**src/rtl/seq_tracker.sv**
```systemverilog
// seq_tracker
//    Watches a 4-bit code stream and locates it within a programmed N-step
//    sequence. After LOCK_N consecutive in-order codes it locks. While locked it
//    keeps advancing the position on every valid code (flywheel), flags each
//    out-of-sequence code and counts it. LOSS_N consecutive misses drop the lock.
//
//    state  | meaning
//    -------+-----------------------------------------------------------
//    HUNT   | no position known; any table code seeds the position
//    VERIFY | position seeded; counting in-order codes toward lock
//    LOCKED | tracking; misses pulse err_o and count, position flywheels
//
// Ports
//    clk_i     clock, rising edge
//    rst_i     synchronous active-high reset, overrides valid_i
//    valid_i   d_i valid; when low all state holds and err_o is 0
//    d_i       incoming 4-bit code
//    idx_o     index of the last accepted code
//    nxt_o     expected next code, table entry (idx_o+1) mod LEN
//    lock_o    high while LOCKED
//    err_o     one-cycle pulse on a mismatch while LOCKED
//    errcnt_o  mismatches while LOCKED, saturates at 255
module seq_tracker #(
   parameter logic [31:0] SEQ    = 32'hFA06C953,
   parameter int          LEN    = 8,
   parameter int          LOCK_N = 3,
   parameter int          LOSS_N = 2
) (
   input  logic       clk_i,
   input  logic       rst_i,
   input  logic       valid_i,
   input  logic [3:0] d_i,
   output logic [2:0] idx_o,
   output logic [3:0] nxt_o,
   output logic       lock_o,
   output logic       err_o,
   output logic [7:0] errcnt_o
);

   typedef enum logic [1:0] {
      HUNT   = 2'd0,
      VERIFY = 2'd1,
      LOCKED = 2'd2
   } state_t;

   localparam logic [2:0] LAST   = 3'(LEN - 1);
   localparam logic [2:0] LOCK_W = 3'(LOCK_N);
   localparam logic [2:0] LOSS_W = 3'(LOSS_N);

   function automatic logic [3:0] entry(input logic [2:0] k);
      return SEQ[{k, 2'b00} +: 4];
   endfunction

   function automatic logic [2:0] inc(input logic [2:0] i);
      return (i == LAST) ? 3'd0 : i + 3'd1;
   endfunction

   state_t     state_q, state_d;
   logic [2:0] idx_q, idx_d;
   logic [3:0] nxt_q, nxt_d;
   logic [2:0] hits_q, hits_d;
   logic [2:0] miss_q, miss_d;
   logic       err_q, err_d;
   logic [7:0] errcnt_q, errcnt_d;

   logic       hunt_hit;
   logic [2:0] hunt_idx;

   // Scan from the top down so the lowest matching index wins on duplicates.
   always_comb begin
      hunt_hit = 1'b0;
      hunt_idx = 3'd0;
      for (int k = LEN - 1; k >= 0; k--) begin
         if (entry(3'(k)) == d_i) begin
            hunt_hit = 1'b1;
            hunt_idx = 3'(k);
         end
      end
   end

   always_comb begin
      state_d  = state_q;
      idx_d    = idx_q;
      hits_d   = hits_q;
      miss_d   = miss_q;
      err_d    = 1'b0;
      errcnt_d = errcnt_q;

      if (valid_i) begin
         unique case (state_q)
            HUNT: begin
               if (hunt_hit) begin
                  idx_d   = hunt_idx;
                  hits_d  = 3'd1;
                  state_d = VERIFY;
               end
            end
            VERIFY: begin
               if (d_i == nxt_q) begin
                  idx_d  = inc(idx_q);
                  hits_d = hits_q + 3'd1;
                  if (hits_q + 3'd1 >= LOCK_W) begin
                     state_d = LOCKED;
                     miss_d  = 3'd0;
                  end
               end else if (hunt_hit) begin
                  idx_d  = hunt_idx;
                  hits_d = 3'd1;
               end else begin
                  hits_d  = 3'd0;
                  state_d = HUNT;
               end
            end
            LOCKED: begin
               // Position advances on every valid code, hit or miss.
               idx_d = inc(idx_q);
               if (d_i == nxt_q) begin
                  miss_d = 3'd0;
               end else begin
                  err_d = 1'b1;
                  if (errcnt_q != 8'hFF) errcnt_d = errcnt_q + 8'd1;
                  if (miss_q + 3'd1 >= LOSS_W) begin
                     miss_d  = 3'd0;
                     hits_d  = 3'd0;
                     state_d = HUNT;
                  end else begin
                     miss_d = miss_q + 3'd1;
                  end
               end
            end
            default: state_d = HUNT;
         endcase
      end

      nxt_d = entry(inc(idx_d));
   end

   always_ff @(posedge clk_i) begin
      if (rst_i) begin
         state_q  <= HUNT;
         idx_q    <= 3'd0;
         nxt_q    <= entry(inc(3'd0));
         hits_q   <= 3'd0;
         miss_q   <= 3'd0;
         err_q    <= 1'b0;
         errcnt_q <= 8'd0;
      end else begin
         state_q  <= state_d;
         idx_q    <= idx_d;
         nxt_q    <= nxt_d;
         hits_q   <= hits_d;
         miss_q   <= miss_d;
         err_q    <= err_d;
         errcnt_q <= errcnt_d;
      end
   end

   assign idx_o    = idx_q;
   assign nxt_o    = nxt_q;
   assign lock_o   = (state_q == LOCKED);
   assign err_o    = err_q;
   assign errcnt_o = errcnt_q;

endmodule
```
**config.mk**
```make
export PLATFORM = sky130hd
export DESIGN_NAME = seq_tracker
export DESIGN_NICKNAME = d
export VERILOG_FILES = /design/src/rtl/seq_tracker.sv
export SDC_FILE = /design/constraint.sdc
export NUM_CORES = 1
export LEC_CHECK = 0
export ABC_AREA = 1
export CORE_ASPECT_RATIO = 0.6
export CORE_MARGIN = 8
export CORE_UTILIZATION = 39
export CTS_BUF_LIST = sky130_fd_sc_hd__clkbuf_4
export CTS_CLUSTER_SIZE = 14
export DETAILED_ROUTE_END_ITERATION = 10
export SLEW_MARGIN = 10
export SYNTH_ARGS = -nofsm -noshare
export SYNTH_HDL_FRONTEND = slang
export SYNTH_SLANG_ARGS = --single-unit
export TNS_END_PERCENT = 100
```
**constraint.sdc**
```tcl
create_clock -name clk_i -period 2.4 [get_ports clk_i]
set_input_delay 0.24 -clock clk_i [delete_from_list [all_inputs] [get_ports clk_i]]
set_output_delay 0.24 -clock clk_i [all_outputs]
set_load 0.1 [all_outputs]
```
==> summary.txt, run 1 <==
Setup path
  • Startpoint type of the worst setup path: input port
  • Worst EP required: 2630 ps
  • Classification of the worst setup path: input port to register
  • Endpoint class of the critical path: register
  • Worst-path fanout max: 6
  • Slowest Stage Delay on Critical Path: 550 ps
  • Arrival time worst endpoint: 2420 ps
  • Critical Path Most Common Cell: sky130_fd_sc_hd__nand2_1
  • Worst path cell trace: clkdlybuf4s50_1, inv_2, nand2_1, nand2_1, nor2_4, nand2_4, nand2_2, nand2_1, nand3_1, nand2_1, nand2_1, inv_1, ha_1, ha_1, o21ai_0, a21oi_1
  • Largest delay contributor family on the critical path: simple AND/OR/NAND/NOR gates
  • CP Buf/Inv Count: 3
  • Slowest stage cell, crit path: sky130_fd_sc_hd__clkdlybuf4s50_1

Cells and area
  • Layout overhead on the synthesized area: 27.2%
  • Ant diodes: 0
  • Post-Layout Inst Area: 2080 um^2
  • Most common cell after layout, fill and taps aside: sky130_fd_sc_hd__nand2_1
  • Final #Nets: 307
  • Ratio of cells with drive above 1 in the final layout: 0.251
  • Post-layout instance count excluding filler cells: 343
  • Fillers: 414
  • Share of the core filled with cells: 0.511
  • Top library cells by usage in the layout, fill and taps aside: sky130_fd_sc_hd__nand2_1, sky130_fd_sc_hd__nor2_1, sky130_fd_sc_hd__buf_4

Clock network
  • Number of post-CTS setup repair buffers: 0
  • Hold-fix buffers, CTS: 0
  • Clk root buf: sky130_fd_sc_hd__clkbuf_4
  • Max Root-Sink Buffers: 2
  • Clock tree from TritonCTS: built
  • Resized cells post-CTS: 0
  • Clock sink count: 24
  • CTS H-tree lvls: 1
  • Worst skew pair latency: 330 ps
  • Num CTS Buffers: 3
  • Clock-pin slew on the worst setup and hold paths: 150 ps

Outcome
  • Outcome: completed

Pwr
  • Final Total Pwr: 1.54 mW
  • Fraction of power spent switching nets: 0.451
  • Worst IR drop on VDD: 0.319 mV
  • Logic pwr share: 0.490
  • Internal Pwr Total: 0.846 mW
  • Power density relative to cell area: 740 nW/um^2
  • Static leakage: 1.07 nW
  • Sw Pwr: 0.696 mW
  • Part of the power in the clock network: 0.194
  • Register share of total power: 0.316

Global routing
  • Number of antenna violations at the first check in global routing: 0
  • Global-route congestion overflow total: 0
  • Vias in the first global route: 1358
  • Wire length of the first global-routing pass: 6.42 mm
  • GR Util All Layers: 0.120
  • Largest net degree at the start of global routing: 15

Drt
  • Per-cell routed wire length: 11.1 um
  • Via total after detailed routing: 1514
  • WL final: 3.82 mm
  • Vias per inst: 4.41
  • First DRT Iteration DRCs: 121
  • Count of unresolved DRC violations after routing: 0
  • ANT nets after route: 0
  • First-pass detailed-route iteration total: 4

Timing
  • Worst slew margin: 0.736
  • Final clock period utilization by the worst path: 0.912
  • Total Neg Setup Slack: 0 ps
  • Hold Violations, Final: 0
  • Slew @ Worst Pin: 396 ps
  • Time the worst path needs with I/O delays and setup: 2190 ps
  • Unrepaired setup endpoints after global routing: no
  • Worst Skew: 13.6 ps
  • Final Slew Violations: 0
  • Max Fclk: 0.457 GHz
  • Worst hold-check slack: 473 ps
  • Smallest setup slack after layout: 210 ps
  • Final setup violation count: 0

Placed design
  • Instance area after placement: 2030 um^2
  • Cell count after placement: 339
  • Routability congestion estimate: 0.811
  • Count of input and output buffers: 23
  • Setup slack at placement: -166 ps
  • HPWL reported at the end of detailed placement: 3.14 mm

Floorplanning
  • Initial standard-cell utilization of the core: 0.401
  • Number of placement rows: 18
  • Total Die Area: 6590 um^2
  • Y dimension of the die: 66.2 um
  • Total I/O pin count: 24
  • Area of the core region: 4080 um^2
  • Width of the die: 99.6 um

Logic synthesis
  • EDFF count, synth: 0
  • Number of distinct library cell variants in the gate-level netlist after synthesis: 29
  • Post-synthesis cell area: 1640 um^2
  • Primary FF master, synth: sky130_fd_sc_hd__dfxtp_1
  • Syn Inst Count: 241
  • Synth Register Bits: 24
  • Number of warning messages in the yosys log: 0
  • Share of synthesized area occupied by flip-flops and latches: 0.294
  • Mapped Nets: 264
  • Mean instance size in the synthesized netlist: 6.79 um^2
  • Proportion of register bits with asynchronous set or reset after synthesis: 0

Worst hold path
  • Type of the most critical hold path: register to register

Run
  • Max-cap check violation count: 0
-- area by class of cell --
cell class,count,area [um^2],area share
Inverter,39,146,0.0703
Clock inverter,1,30.0,0.0144
Multi-Input combinational cell,176,1000,0.482
Sequential cell,24,489,0.235
Clock buffer,3,22.5,0.0108
Tap cell,60,75.1,0.0361
Timing Repair Buffer,40,315,0.151
-- cells in the mapped netlist, types with 2 or more instances --
library cell               n  area (um^2)
sky130_fd_sc_hd__nand2_1  56          210
sky130_fd_sc_hd__nor2_1   35          131
sky130_fd_sc_hd__inv_1    32          120
sky130_fd_sc_hd__dfxtp_1  24          480
sky130_fd_sc_hd__ha_1     16          200
sky130_fd_sc_hd__nand3_1  15         75.1
sky130_fd_sc_hd__a21oi_1  14         70.1
sky130_fd_sc_hd__inv_2     7         26.3
sky130_fd_sc_hd__o21ai_0   6         30.0
sky130_fd_sc_hd__nand2_2   5         31.3
sky130_fd_sc_hd__nor2_4    5         56.3
sky130_fd_sc_hd__nand4_1   3         18.8
sky130_fd_sc_hd__nor2_2    3         18.8
sky130_fd_sc_hd__nor3_1    3         15.0
sky130_fd_sc_hd__o21a_1    2         15.0
sky130_fd_sc_hd__xnor2_1   2         17.5
-- worst register-to-register path, stage by stage, from the launching register on --
cell,delay (ps)
sky130_fd_sc_hd__dfxtp_1,390
sky130_fd_sc_hd__inv_1,90
sky130_fd_sc_hd__ha_1,250
sky130_fd_sc_hd__nand3_1,130
sky130_fd_sc_hd__nand2_1,90
sky130_fd_sc_hd__a21oi_1,130
sky130_fd_sc_hd__nand2_1,80
sky130_fd_sc_hd__nand2_1,90
sky130_fd_sc_hd__inv_1,60
sky130_fd_sc_hd__ha_1,200
sky130_fd_sc_hd__ha_1,340
sky130_fd_sc_hd__o21ai_0,170
sky130_fd_sc_hd__a21oi_1,50
-- cell families after synthesis --
group	share of synthesized area
simple gates	0.375
buf+inv	0.0948
compound gates	0.0986
flops	0.294
fa+ha+maj	0.122
xor+xnor	0.0161
-- path summary, 6_finish.rpt --
kind | startpoint | endpoint | slack, ps | cells past startpoint
hold reg to reg | miss_q[2] | miss_q[2] | 470 | 2
setup reg to reg | state_q[1] | nxt_o[1] | 240 | 12
hold / removal | miss_q[2] | miss_q[2] | 470 | 2
setup / recovery | d_i[2] | nxt_o[1] | 210 | 16
-- power by group through the flow --
stage | clock [mW] | sequential, mW | combinational, mW
after global placement | 0 | 0.496 | 0.756
after global routing | 0.323 | 0.494 | 0.824
after detailed placement | 0 | 0.496 | 0.755
after CTS | 0.310 | 0.487 | 0.758
after floorplan | 0 | 0.689 | 0.362
final | 0.299 | 0.487 | 0.755
-- routing by layer --
metal	part of all wire	track usage	vias up
li1	-	-	845
met1	0.57	0.184	637
met2	0.37	0.157	28
met3	0.045	0.0357	4
met4	0.0092	0.0187	0
met5	0	0	-
-- registers in the layout, indices dropped and copies added, names as in the netlist --
signal,flops
miss_q,3
errcnt_o,8
state_q,2
idx_o,3
err_o,1
nxt_o,4
hits_q,3
(Power assumes the default switching activity.)
==> run 2: changes to the inputs <==
==> constraint.sdc (replaced) <==
create_clock -name clk_i -period 2.7 [get_ports clk_i]
set_input_delay 0.27 -clock clk_i [delete_from_list [all_inputs] [get_ports clk_i]]
set_output_delay 0.27 -clock clk_i [all_outputs]
set_load 0.1 [all_outputs]
==> summary.txt, run 2 (same netlist as run 1, synthesis figures left out) <==
Outcome
  • Outcome: completed

Cells and area
  • Flip-flop count of the largest register, all copies and words added: 8 (unchanged)
  • Share of the core filled with cells: 0.483 (-0.0279)
  • Post-layout instance count excluding filler cells: 332 (-3.2%)
  • Layout overhead on the synthesized area: 20.3%
  • Most common cell after layout, fill and taps aside: sky130_fd_sc_hd__nand2_1
  • Post-Layout Inst Area: 1970 um^2 (-5.5%)
  • Final #Nets: 297 (-3.3%)
  • Ant diodes: 0 (unchanged)
  • Top library cells by usage in the layout, fill and taps aside: sky130_fd_sc_hd__nand2_1, sky130_fd_sc_hd__nor2_1, sky130_fd_sc_hd__inv_1
  • Ratio of cells with drive above 1 in the final layout: 0.199 (-0.0524)

Placed design
  • Setup slack at placement: 64.1 ps (+230 ps)
  • Routability congestion estimate: 0.796 (-1.8%)
  • Instance area after placement: 1950 um^2 (-4.1%)
  • HPWL reported at the end of detailed placement: 3.04 mm (-3.0%)
  • Cell count after placement: 329 (-2.9%)
  • Count of input and output buffers: 23 (unchanged)

Setup path
  • Worst path cell trace: clkdlybuf4s50_1, inv_1, nand2_1, nand2_1, nor2_4, nand2_4, nand2_2, nand2_1, nand3_1, nand2_1, nand2_1, inv_1, ha_1, ha_1, o21ai_0, a21oi_1
  • Slowest stage cell, crit path: sky130_fd_sc_hd__clkdlybuf4s50_1
  • Setup crit end: nxt_o[1]
  • Slowest Stage Delay on Critical Path: 560 ps (about the same)
  • Critical Path Most Common Cell: sky130_fd_sc_hd__nand2_1
  • Classification of the worst setup path: input port to register
  • Endpoint class of the critical path: register
  • Critical Path Start: d_i[1]
  • Startpoint type of the worst setup path: input port
  • Worst-path fanout max: 6 (unchanged)
  • FF-to-FF End: nxt_o[1]
  • Arrival time worst endpoint: 2520 ps (+100 ps)
  • Count of cells along the worst register-to-register path: 12 (unchanged)
  • Worst setup slack for register-to-register paths: 470 ps (+230 ps)
  • Worst EP required: 2920 ps (+290 ps)
  • Critical register-to-register path startpoint: state_q[1]

Clock network
  • Resized cells post-CTS: 0 (unchanged)
  • Clock sink count: 24 (unchanged)
  • Clock tree from TritonCTS: built
  • Max Root-Sink Buffers: 2 (unchanged)
  • Clock-pin slew on the worst setup and hold paths: 140 ps (about the same)
  • Number of post-CTS setup repair buffers: 0 (unchanged)
  • Num CTS Buffers: 3 (unchanged)
  • Worst skew pair latency: 320 ps (about the same)
  • CTS H-tree lvls: 1 (unchanged)
  • Hold-fix buffers, CTS: 0 (unchanged)
  • Clk root buf: sky130_fd_sc_hd__clkbuf_4

Drt
  • Per-cell routed wire length: 11.3 um (+1.2%)
  • First DRT Iteration DRCs: 97 (-20%)
  • WL final: 3.74 mm (-2.0%)
  • ANT nets after route: 0 (unchanged)
  • Vias per inst: 4.47 (+1.3%)
  • First-pass detailed-route iteration total: 4 (unchanged)
  • Count of unresolved DRC violations after routing: 0 (unchanged)
  • Via total after detailed routing: 1485 (-1.9%)

Pwr
  • Logic pwr share: 0.520 (+0.030)
  • Static leakage: 1.01 nW (-5.7%)
  • Final Total Pwr: 1.24 mW (-20%)
  • Register share of total power: 0.348 (+0.032)
  • Internal Pwr Total: 0.629 mW (-26%)
  • Part of the power in the clock network: 0.132 (-0.062)
  • Fraction of power spent switching nets: 0.490 (+0.0391)
  • Worst IR drop on VDD: 0.363 mV (+14%)
  • Power density relative to cell area: 628 nW/um^2 (-15%)
  • Sw Pwr: 0.606 mW (-13%)

Timing
  • Final clock period utilization by the worst path: 0.851
  • Total Neg Setup Slack: 0 ps (unchanged)
  • Worst slew margin: 0.734 (-0.00132)
  • Slew @ Worst Pin: 398 ps (+1.98 ps)
  • Unrepaired setup endpoints after global routing: no
  • Smallest setup slack after layout: 403 ps (+193 ps)
  • Worst hold-check slack: 478 ps (+5.10 ps)
  • Final Slew Violations: 0 (unchanged)
  • Worst Skew: 5.63 ps (-8.02 ps)
  • Final setup violation count: 0 (unchanged)
  • Max Fclk: 0.435 GHz
  • Time the worst path needs with I/O delays and setup: 2300 ps
  • Hold Violations, Final: 0 (unchanged)

Worst hold path
  • Type of the most critical hold path: register to register

Global routing
  • Wire length of the first global-routing pass: 6.25 mm (-2.7%)
  • Vias in the first global route: 1300 (-4.3%)
  • Largest net degree at the start of global routing: 14 (-1)
  • Number of antenna violations at the first check in global routing: 0 (unchanged)
  • GR Util All Layers: 0.118 (-0.00221)
  • Global-route congestion overflow total: 0 (unchanged)

Floorplanning
  • Area of the core region: 4080 um^2 (unchanged)
  • Total Die Area: 6590 um^2 (unchanged)
  • Width of the die: 99.6 um (unchanged)
  • Number of placement rows: 18 (unchanged)
  • Y dimension of the die: 66.2 um (unchanged)
  • Initial standard-cell utilization of the core: 0.401 (unchanged)
  • Total I/O pin count: 24 (unchanged)

Run
  • Max-cap check violation count: 0 (unchanged)
[run 2: changes by cell type in the layout (fill, tap and decap cells not counted), sizes merged]
cell    before  now
buf         34   24
bufinv       1    0
[run 2: worst min path at each step]
stage	startpoint	endpoint	slack [ps]	cells after the start
after floorplan	rst_i	errcnt_o[3]	420	2
after global placement	miss_q[2]	miss_q[2]	450	2
after detailed placement	miss_q[2]	miss_q[2]	460	2
after CTS	miss_q[2]	miss_q[2]	480	2
after global routing	miss_q[2]	miss_q[2]	490	2
final	miss_q[2]	miss_q[2]	480	2
[run 2: cell type report]
cell class                 instances  area, um^2
clock buffer                       3        22.5
fill                             414        2110
inverter                          39         146
multi-input combinational        176        1000
sequential                        24         483
tap                               60        75.1
timing repair buffer              30         240
[run 2: critical path, delay by kind of cell]
family          cells  cell delay (ps)
buf+inv             3              690
compound gates      2              250
simple gates        9              740
fa+ha+maj           2              560
[run 2: power groups by stage]
| stage | sequential [mW] | combinational, mW | clock (mW) |
|---|---|---|---|
| after floorplan | 0.608 | 0.321 | 0 |
| after CTS | 0.430 | 0.647 | 0.169 |
| after global placement | 0.438 | 0.640 | 0 |
| after detailed placement | 0.438 | 0.644 | 0 |
| after global routing | 0.437 | 0.712 | 0.184 |
| final | 0.430 | 0.643 | 0.162 |
[run 2: routing by layer]
metal | part of all wire | GRT usage | routed length, um
met1 | 0.57 | 0.186 | 2140
met2 | 0.37 | 0.147 | 1380
met3 | 0.054 | 0.0357 | 200
met4 | 0.0043 | 0.0169 | 16
met5 | 0 | 0 | 0
==> RTL edit (flow settings as in run 1) <==
Reset style: asynchronous (`rst_i`), changed in one clocked block. Comments in the files are not updated.
--- a/src/rtl/seq_tracker.sv
+++ b/src/rtl/seq_tracker.sv
@@ -135,7 +135,7 @@
       nxt_d = entry(inc(idx_d));
    end
 
-   always_ff @(posedge clk_i) begin
+   always_ff @(posedge clk_i or posedge rst_i) begin
       if (rst_i) begin
          state_q  <= HUNT;
          idx_q    <= 3'd0;
Behaviour: differs if rst_i is asserted again (counterexample within 4 cycles, from zero or initial values and one cycle with rst_i high); with rst_i held inactive, the same outputs for 10 cycles.
==> RTL edit against run 1 <==
Setup slack worse by 0.057 ns; sequential cell count stayed put; final cell count down 12%; utilization shrank 0.64 points; sequential share of layout area up 6.6 points; cell area down 1.8%; area after synthesis decreased by 0.54%; first-iteration DRC count is 69% lower; routed wire length fell by 7.5%; global-route usage decreased by 0.51 points; largest cell class unchanged; highest routed layer unchanged.
Power is not compared: it rests on default switching activity, and its combinational part moved more than twofold at a synthesized area within 25%.
==> RTL edit: results (changes against run 1) <==
* Register area share after synthesis at 37.0% (was 29.4%)
* Largest net degree at the start of global routing at 25 (was 15)
* Commonest cells post-synth: nand2_1, inv_1, dfrtp_1, nor2_1, ha_1 (was nand2_1, nor2_1, inv_1, dfxtp_1, ha_1)
* Synth unique cells at 26 (was 29)
* Crit path DAT at 2.52 ns (was 2.42 ns)
* Worst Reg-to-Reg Cells at 16 (was 12)
* Vias in the first global route at 1,289 (was 1,358)
* Asr flop ratio synth at 100% (was 0%)
* Worst Tran Pin Value at 0.372 ns (was 0.396 ns)
* Post-synthesis compound-gate area fraction at 4.69% (was 9.86%)
* Adder-Cell Fraction of Synth Area at 12.3% (was 12.2%)
* Via Count at 1,367 (was 1,514)
* Share of layout cells above drive strength 1 at 24.7% (was 25.1%)
* Met3 Use GR at 2.52% (was 3.57%)
* Placed inst area at 1990 um2 (was 2030 um2)
* Clk_skew at 0.00825 ns (was 0.0136 ns)
* Status: finished clean (unchanged)
* Syn Nets at 236 (was 264)
* XOR/XNOR Fraction of Synth Area at 4.84% (was 1.61%)
* Cell taking the most area after synthesis: dfrtp_1 (was dfxtp_1)
* Met1 Use GR at 18.4% (about the same)
* Drt wl/cell at 11.7 um (was 11.1 um)
* HP Class: input port to asynchronous set/reset pin (was register to register)
* Nets at 275 (was 307)
* Number of fill cells in the layout at 427 (was 414)
* Reg2reg end: nxt_o[2] (was nxt_o[1])
* Tot GR Track Use at 11.5% (was 12.0%)
* Detailed placement HPWL at 2900 um (was 3140 um)
* First-pass GRT wire length at 6110 um (was 6420 um)
* Met2 usage at 14.4% (was 15.7%)
RTL edit: worst max-delay path, cell delays in order (launching register included):
cell,delay [ns]
dfstp_4,0.65
inv_1,0.04
nand2_1,0.05
nand2_1,0.08
nor2_4,0.15
nand2_4,0.06
nand2_2,0.07
nand2_2,0.07
nand3_1,0.09
nand3_1,0.09
nand2_1,0.10
inv_1,0.06
ha_2,0.20
ha_4,0.24
nor2_1,0.10
nand3_1,0.08
nand2_1,0.07
RTL edit: per-layer routing:
layer  share of wire, %  wire [um]  up-vias
met5                  0          0        -
met4               0.88         31        0
met3                3.5        125        2
met2                 36       1270       19
met1                 60       2100      610
li1                   -          -      736
RTL edit: layout make-up:
| cell class | instances | area (um2) | area share, % |
|---|---|---|---|
| clock buffers | 4 | 30.0 | 1.47 |
| inverters | 37 | 139 | 6.79 |
| multi-input cells | 152 | 927 | 45.3 |
| flip-flops and latches | 24 | 616 | 30.1 |
| well taps | 50 | 62.6 | 3.06 |
| repair buffers | 34 | 270 | 13.2 |
RTL edit: through the flow:
stage	hold slack, ns	utilization (%)	std cells	TNS (ns)
CTS	0.260	49.8	301	0
floorplan	0.253	-	213	0
global placement	0.475	49.0	297	-0.293
detailed placement	0.479	49.0	297	-0.400
finish	0.255	50.4	301	0
global route	0.296	50.4	301	-0.0432
RTL edit: worst max-delay path by stage:
stage	cells after the start	to	slack, ns	startpoint
2_1_floorplan	16	nxt_o[2]	0.02	nxt_o[2]
4_1_cts	15	nxt_o[2]	0.03	nxt_o[2]
3_3_place_gp	15	nxt_o[1]	-0.11	d_i[3]
5_1_grt	16	nxt_o[2]	-0.04	nxt_o[2]
3_5_place_dp	16	nxt_o[2]	-0.15	d_i[3]
6_report	16	nxt_o[2]	0.15	nxt_o[2]
